<file path="src/rtl/mem_arbiter_if.sv">
// Requester, node-burst and memory-port signals of the shared block-memory arbiter.
// slave is the arbiter's view; master is the requesters' and memory's view.
interface mem_arbiter_if #(
    parameter int NODES = 16,
    parameter int AW    = 11
);
    logic                  iInstReq;
    logic [15:0]           iInstAddr;
    logic                  oInstGnt;
    logic                  oInstValid;
    logic [15:0]           oInstr;

    logic                  iDataReq;
    logic                  iDataWrite;
    logic [15:0]           iDataAddr;
    logic [15:0]           iData;
    logic                  oDataGnt;
    logic                  oDataValid;
    logic [15:0]           oData;

    logic                  iNodeStart;
    logic [15:0]           iNodeAddr;
    logic                  oNodeBusy;
    logic                  oNodeDone;
    logic [16*NODES-1:0]   oNodes;

    logic [AW-1:0]         oMemAddr;
    logic                  oMemWe;
    logic [15:0]           oMemWdata;
    logic [15:0]           iMemRdata;

    modport slave (
        input  iInstReq, iInstAddr,
        output oInstGnt, oInstValid, oInstr,
        input  iDataReq, iDataWrite, iDataAddr, iData,
        output oDataGnt, oDataValid, oData,
        input  iNodeStart, iNodeAddr,
        output oNodeBusy, oNodeDone, oNodes,
        output oMemAddr, oMemWe, oMemWdata,
        input  iMemRdata
    );

    modport master (
        output iInstReq, iInstAddr,
        input  oInstGnt, oInstValid, oInstr,
        output iDataReq, iDataWrite, iDataAddr, iData,
        input  oDataGnt, oDataValid, oData,
        output iNodeStart, iNodeAddr,
        input  oNodeBusy, oNodeDone, oNodes,
        input  oMemAddr, oMemWe, oMemWdata,
        output iMemRdata
    );
endinterface

</file>
<file path="src/rtl/mem_arbiter.sv">
// Single-port arbiter for the shared block memory: data > node burst > instruction.
// The node burst loads NODES contiguous words (address wraps) into a local buffer.
module mem_arbiter #(
    parameter int NODES = 16,
    parameter int AW    = 11
) (
    input  logic         iclk,
    input  logic         irst,
    mem_arbiter_if.slave bus
);
    localparam int CW = $clog2(NODES);

    typedef enum logic [1:0] {
        S_IDLE  = 2'd0,
        S_FETCH = 2'd1,
        S_DRAIN = 2'd2,
        S_DONE  = 2'd3
    } node_state_t;

    node_state_t   r_state, w_state_next;
    logic [AW-1:0] r_base, w_base_next;
    logic [CW-1:0] r_issue_cnt, w_issue_cnt_next;
    logic          r_tag_valid, w_tag_valid_next;
    logic [CW-1:0] r_tag_idx, w_tag_idx_next;
    logic          r_inst_valid;
    logic          r_data_valid;

    logic          w_data_gnt;
    logic          w_node_issue;
    logic          w_inst_gnt;
    logic [AW-1:0] w_node_addr;
    logic          w_unused;

    assign w_unused = ^{bus.iInstAddr[15:AW], bus.iDataAddr[15:AW], bus.iNodeAddr[15:AW]};

    // A data request always wins; the burst simply holds its index for that cycle.
    assign w_data_gnt   = bus.iDataReq;
    assign w_node_issue = (r_state == S_FETCH) && !bus.iDataReq;
    assign w_inst_gnt   = bus.iInstReq && !bus.iDataReq && !w_node_issue;
    assign w_node_addr  = r_base + AW'(r_issue_cnt);

    always_comb begin
        bus.oMemAddr  = '0;
        bus.oMemWe    = 1'b0;
        bus.oMemWdata = '0;
        if (w_data_gnt) begin
            bus.oMemAddr  = bus.iDataAddr[AW-1:0];
            bus.oMemWe    = bus.iDataWrite;
            bus.oMemWdata = bus.iDataWrite ? bus.iData : 16'h0000;
        end else if (w_node_issue) begin
            bus.oMemAddr = w_node_addr;
        end else if (w_inst_gnt) begin
            bus.oMemAddr = bus.iInstAddr[AW-1:0];
        end
    end

    always_comb begin
        w_state_next     = r_state;
        w_base_next      = r_base;
        w_issue_cnt_next = r_issue_cnt;
        w_tag_valid_next = 1'b0;
        w_tag_idx_next   = r_tag_idx;
        case (r_state)
            S_IDLE: begin
                if (bus.iNodeStart) begin
                    w_state_next     = S_FETCH;
                    w_base_next      = bus.iNodeAddr[AW-1:0];
                    w_issue_cnt_next = '0;
                end
            end
            S_FETCH: begin
                if (w_node_issue) begin
                    w_tag_valid_next = 1'b1;
                    w_tag_idx_next   = r_issue_cnt;
                    if (r_issue_cnt == CW'(NODES - 1)) begin
                        w_state_next = S_DRAIN;
                    end else begin
                        w_issue_cnt_next = r_issue_cnt + 1'b1;
                    end
                end
            end
            S_DRAIN: begin
                // The last tag is capturing its word this cycle.
                if (r_tag_valid) begin
                    w_state_next = S_DONE;
                end
            end
            S_DONE: begin
                w_state_next = S_IDLE;
            end
            default: begin
                w_state_next = S_IDLE;
            end
        endcase
    end

    always_ff @(posedge iclk or posedge irst) begin
        if (irst) begin
            r_state      <= S_IDLE;
            r_base       <= '0;
            r_issue_cnt  <= '0;
            r_tag_valid  <= 1'b0;
            r_tag_idx    <= '0;
            r_inst_valid <= 1'b0;
            r_data_valid <= 1'b0;
        end else begin
            r_state      <= w_state_next;
            r_base       <= w_base_next;
            r_issue_cnt  <= w_issue_cnt_next;
            r_tag_valid  <= w_tag_valid_next;
            r_tag_idx    <= w_tag_idx_next;
            r_inst_valid <= w_inst_gnt;
            r_data_valid <= w_data_gnt && !bus.iDataWrite;
        end
    end

    genvar gi;
    generate
        for (gi = 0; gi < NODES; gi++) begin : g_node
            logic [15:0] r_word;
            always_ff @(posedge iclk or posedge irst) begin
                if (irst) begin
                    r_word <= '0;
                end else if (r_tag_valid && (r_tag_idx == CW'(gi))) begin
                    r_word <= bus.iMemRdata;
                end
            end
            assign bus.oNodes[16*gi +: 16] = r_word;
        end
    endgenerate

    assign bus.oInstGnt   = w_inst_gnt;
    assign bus.oDataGnt   = w_data_gnt;
    assign bus.oInstValid = r_inst_valid;
    assign bus.oDataValid = r_data_valid;
    assign bus.oInstr     = r_inst_valid ? bus.iMemRdata : 16'h0000;
    assign bus.oData      = r_data_valid ? bus.iMemRdata : 16'h0000;
    assign bus.oNodeBusy  = (r_state != S_IDLE);
    assign bus.oNodeDone  = (r_state == S_DONE);
endmodule
</file>
<file path="src/flat_wrapper.sv">
// flat-port wrapper written by rule: the top's interface ports become plain ports
module mem_arbiter_flat 
#(
    parameter int NODES = 16,
    parameter int AW    = 11
)
  (iclk, irst, bus_iInstReq, bus_iInstAddr, bus_oInstGnt, bus_oInstValid, bus_oInstr, bus_iDataReq, bus_iDataWrite, bus_iDataAddr, bus_iData, bus_oDataGnt, bus_oDataValid, bus_oData, bus_iNodeStart, bus_iNodeAddr, bus_oNodeBusy, bus_oNodeDone, bus_oNodes, bus_oMemAddr, bus_oMemWe, bus_oMemWdata, bus_iMemRdata);
  mem_arbiter_if #(.NODES(NODES), .AW(AW)) bus_i ();
  input  logic iclk;
  input  logic irst;
  input wire logic [$bits(bus_i.iInstReq)-1:0] bus_iInstReq;
  input wire logic [$bits(bus_i.iInstAddr)-1:0] bus_iInstAddr;
  output wire logic [$bits(bus_i.oInstGnt)-1:0] bus_oInstGnt;
  output wire logic [$bits(bus_i.oInstValid)-1:0] bus_oInstValid;
  output wire logic [$bits(bus_i.oInstr)-1:0] bus_oInstr;
  input wire logic [$bits(bus_i.iDataReq)-1:0] bus_iDataReq;
  input wire logic [$bits(bus_i.iDataWrite)-1:0] bus_iDataWrite;
  input wire logic [$bits(bus_i.iDataAddr)-1:0] bus_iDataAddr;
  input wire logic [$bits(bus_i.iData)-1:0] bus_iData;
  output wire logic [$bits(bus_i.oDataGnt)-1:0] bus_oDataGnt;
  output wire logic [$bits(bus_i.oDataValid)-1:0] bus_oDataValid;
  output wire logic [$bits(bus_i.oData)-1:0] bus_oData;
  input wire logic [$bits(bus_i.iNodeStart)-1:0] bus_iNodeStart;
  input wire logic [$bits(bus_i.iNodeAddr)-1:0] bus_iNodeAddr;
  output wire logic [$bits(bus_i.oNodeBusy)-1:0] bus_oNodeBusy;
  output wire logic [$bits(bus_i.oNodeDone)-1:0] bus_oNodeDone;
  output wire logic [$bits(bus_i.oNodes)-1:0] bus_oNodes;
  output wire logic [$bits(bus_i.oMemAddr)-1:0] bus_oMemAddr;
  output wire logic [$bits(bus_i.oMemWe)-1:0] bus_oMemWe;
  output wire logic [$bits(bus_i.oMemWdata)-1:0] bus_oMemWdata;
  input wire logic [$bits(bus_i.iMemRdata)-1:0] bus_iMemRdata;
  assign bus_i.iInstReq = bus_iInstReq;
  assign bus_i.iInstAddr = bus_iInstAddr;
  assign bus_oInstGnt = bus_i.oInstGnt;
  assign bus_oInstValid = bus_i.oInstValid;
  assign bus_oInstr = bus_i.oInstr;
  assign bus_i.iDataReq = bus_iDataReq;
  assign bus_i.iDataWrite = bus_iDataWrite;
  assign bus_i.iDataAddr = bus_iDataAddr;
  assign bus_i.iData = bus_iData;
  assign bus_oDataGnt = bus_i.oDataGnt;
  assign bus_oDataValid = bus_i.oDataValid;
  assign bus_oData = bus_i.oData;
  assign bus_i.iNodeStart = bus_iNodeStart;
  assign bus_i.iNodeAddr = bus_iNodeAddr;
  assign bus_oNodeBusy = bus_i.oNodeBusy;
  assign bus_oNodeDone = bus_i.oNodeDone;
  assign bus_oNodes = bus_i.oNodes;
  assign bus_oMemAddr = bus_i.oMemAddr;
  assign bus_oMemWe = bus_i.oMemWe;
  assign bus_oMemWdata = bus_i.oMemWdata;
  assign bus_i.iMemRdata = bus_iMemRdata;
  mem_arbiter #(.NODES(NODES), .AW(AW)) u_core (.iclk(iclk), .irst(irst), .bus(bus_i));
endmodule
</file>
<file path="config.mk">
export PLATFORM = sky130hd
export DESIGN_NAME = mem_arbiter_flat
export DESIGN_NICKNAME = d
export VERILOG_FILES = /design/src/rtl/mem_arbiter_if.sv /design/src/rtl/mem_arbiter.sv /design/src/flat_wrapper.sv
export SDC_FILE = /design/constraint.sdc
export NUM_CORES = 1
export LEC_CHECK = 0
export CAP_MARGIN = 0
export CORE_MARGIN = 4
export CORE_UTILIZATION = 49
export DETAILED_ROUTE_END_ITERATION = 8
export GPL_TIMING_DRIVEN = 0
export PLACE_DENSITY = 0.86
export SYNTH_ARGS = -nofsm -noshare
export SYNTH_HDL_FRONTEND = slang
export SYNTH_SLANG_ARGS = --single-unit
</file>
<file path="constraint.sdc">
create_clock -name iclk -period 26 [get_ports iclk]
set_input_delay 3.9 -clock iclk [delete_from_list [all_inputs] [get_ports iclk]]
set_output_delay 3.9 -clock iclk [all_outputs]
set_load 0.005 [all_outputs]
</file>
==> reports/results.txt <==
Slew Limit Headroom - 30.97%
Drt total wl - 32,810 microns
Core Region - 23,400 sq um
Layout Nets - 1,336
Total vias in the final route - 8,168
Final period util - 38.16%
Residual DRC - 0
Post-Syn Area per Cell - 14.26 sq um
Std-Cell Rows - 56
Routed Antenna Nets - 0
Fin. max-slew vios - 0
Peak supply drop - 0.05099 mV
Clock transition at path regs - 0.06 ns
FMAX - 100.8 MHz
Max incr delay on CP - 0.55 ns
Layout cells sized above 1 - 27.46%
CTS tree - built
P&R area growth vs syn - 45.43%
Mapped Area - 11,640 sq um
RSZ-0062 raised after global routing - false
CTS Buffer Depth - 3
Dpl cell area - 16,030 sq um
Synthesized netlist net count - 912
I/O pins - 408
Yosys reg bits - 280
Bufs and invs on worst path - 4
Most instantiated library cell after synthesis - dfrtp_1
CP max FO - 10
GP Congestion - 0.8865
Die area - 26,280 sq um
Critical Path RT - 22.10 ns
Detailed Route Iter0 Violations - 384
Yosys top cell area share - 60.20%
Slowest CP cell - clkdlybuf4s50_1
First-pass GRT wire length - 50,600 microns
Yosys warnings - 0
Post-synth top cells - dfrtp_1 (280), mux2_2 (256), nand2_1 (39), and2_1 (34), clkbuf_1 (27)
WP data arrival - 6.02 ns
Die width - 162.1 microns
CP Class - in -> out
Cells after synthesis - 816
Post-synthesis sequential area ratio - 60.20%
Max-cap violations - 0
Port Buffers - 392
Antenna violations before repair - 0
PostCTS Resize Cnt - 0
Most frequent CP cell - clkdlybuf4s50_1
Clock Tree Root - clkbuf_16
Final hold vios - 0
Clk_lat worst skew - 0.54 ns
Setup TNS - 0 ns
Starting Density - 49.74%
Worst-path cell chain - clkdlybuf4s50_1 > clkbuf_1 > buf_1 > nand2_1 > o221ai_1 > clkdlybuf4s50_1
Inserted Diodes - 0
Commonest register cell after synthesis - dfrtp_1
Largest net degree at the start of global routing - 106
Setup slack, reg-to-reg - 23.67 ns
Number of buffers created by CTS - 28
Time the worst path needs with I/O delays and setup - 9.922 ns
WL/cell - 20.78 microns
Via-to-Cell Ratio - 5.173
Fraction of registers with async set/reset - 100.0%
Critical Path Start Type - primary input
Overflow after GRT - 0
Synth unique cells - 44
Top delay family on crit path - buffers and inverters
Post-CTS setup buffer count - 0
Hold buffer count at CTS - 0
Worst Hold Slack - 0.5016 ns
Outcome - finished clean
Clock skew - 0.01510 ns
Final instance area - 16,930 sq um
Detailed Place HPWL - 24,220 microns
PD cells - 53.41 nW/um^2
Post-synth top area cell - dfrtp_1
Clock sinks - 280
Leading post-synthesis cells by cell area - dfrtp_1 (60%), mux2_2 (25%), and2_1 (1.8%)
HP Class - reg -> reg
CTS H-tree lvls - 1
Layout fillers - 1,604
Post-synth EDFFs - 0
Total leakage power - 7.735 nW
Vias in the first global route - 8,658
CP endpoint kind - output port
1st-pass router iterations - 4
Slew of the pin with the lowest slew margin - 1.027 ns
Setup-failing EPs final - 0
DIE HEIGHT - 162.1 microns
Tot GR Track Use - 24.46%
## worst register-to-register path: stages, from the launching register on
cell and delay [ns]:
dfrtp_1 0.41, buf_4 0.19, nor4_2 0.90, buf_4 0.35
mux2_2 0.36
## flip-flops by register name (all words and copies together), names as in the netlist
name and flops:
u_core.bus.oDataValid 1, u_core.r_base 11, u_core.bus.oInstValid 1, u_core.r_tag_idx 4
u_core.r_tag_valid 1, u_core.r_state 2, u_core.r_issue_cnt 4, u_core.g_node.r_word 256
## path summary, 6_finish.rpt
kind / to / cells past startpoint / from
setup reg to reg: u_core.g_node[2].r_word[3] / 4 / u_core.r_tag_idx[0]
setup / recovery: bus_oMemAddr[8] / 6 / bus_iDataReq
max in group asynchronous: u_core.g_node[3].r_word[10] / 4 / irst
hold reg to reg: u_core.g_node[4].r_word[2] / 1 / u_core.g_node[4].r_word[2]
hold / removal: u_core.g_node[4].r_word[2] / 1 / u_core.g_node[4].r_word[2]
min in group asynchronous: u_core.g_node[14].r_word[8] / 2 / irst
## cells in the final DEF (no fill, tap or decap), drive strengths merged, types with 3 or more instances in the layout
master         count
and3              20
and2              34
clkdlybuf4s50    392
clkbuf            69
ha                 9
nor3               6
xor2               5
a21oi              8
clkinv             6
inv               13
mux2             268
o21ai             18
buf               28
nand2             40
nor2              17
nand2b            10
o221ai             7
dfrtp            280
a31oi              3
nand4              3
nor2b              3
## metal layers
metal	GRT usage [%]	vias to the layer above	share of wire, %
li1	-	3704	-
met2	44.08	280	52
met1	29.73	4125	39
met3	5.227	59	6.1
met4	7.074	0	3.0
met5	0	-	0
## layout make-up
| type | count | area (sq um) | area share, % |
|---|---|---|---|
| buffer | 53 | 265.3 | 1.567 |
| clock buffer | 42 | 823.3 | 4.864 |
| clock inverter | 8 | 78.83 | 0.4657 |
| inverter | 13 | 56.30 | 0.3326 |
| multi-input combinational | 470 | 4319 | 25.52 |
| sequential | 280 | 7007 | 41.39 |
| tap | 319 | 399.1 | 2.358 |
| timing repair buffer | 394 | 3979 | 23.51 |
## metrics by stage
stage	std cells	setup WS, ns	power [mW]	util [%]
global placement	1527	11.07	0.5199	68.21
global route	1579	15.91	0.9375	72.33
floorplan	816	14.38	0.4758	-
detailed placement	1529	16.09	0.5223	68.48
finish	1579	16.08	0.9041	72.33
CTS	1579	16.07	0.9131	72.33
## where the power goes
group	internal, mW	leakage (nW)	switching, mW
registers	0.442	3.71	0.00385
logic	0.0368	3.58	0.0305
clock network	0.228	0.444	0.163
total	0.707	7.73	0.197
## cell families (layout without fill, tap and decap cells)
| logic type | count (synthesis) | after routing | synth area share, % |
|---|---|---|---|
| XOR/XNOR | 7 | 7 | 0.5267 |
| multiplexers | 268 | 268 | 26.25 |
| AO/OA/AOI/OAI | 43 | 43 | 2.311 |
| buffers and inverters | 66 | 510 | 2.698 |
| flip-flops | 280 | 280 | 60.20 |
| adder cells (fa/ha/maj) | 10 | 10 | 1.139 |
| AND/OR/NAND/NOR | 142 | 142 | 6.880 |
No activity file was read; power rests on OpenSTA's default activity.
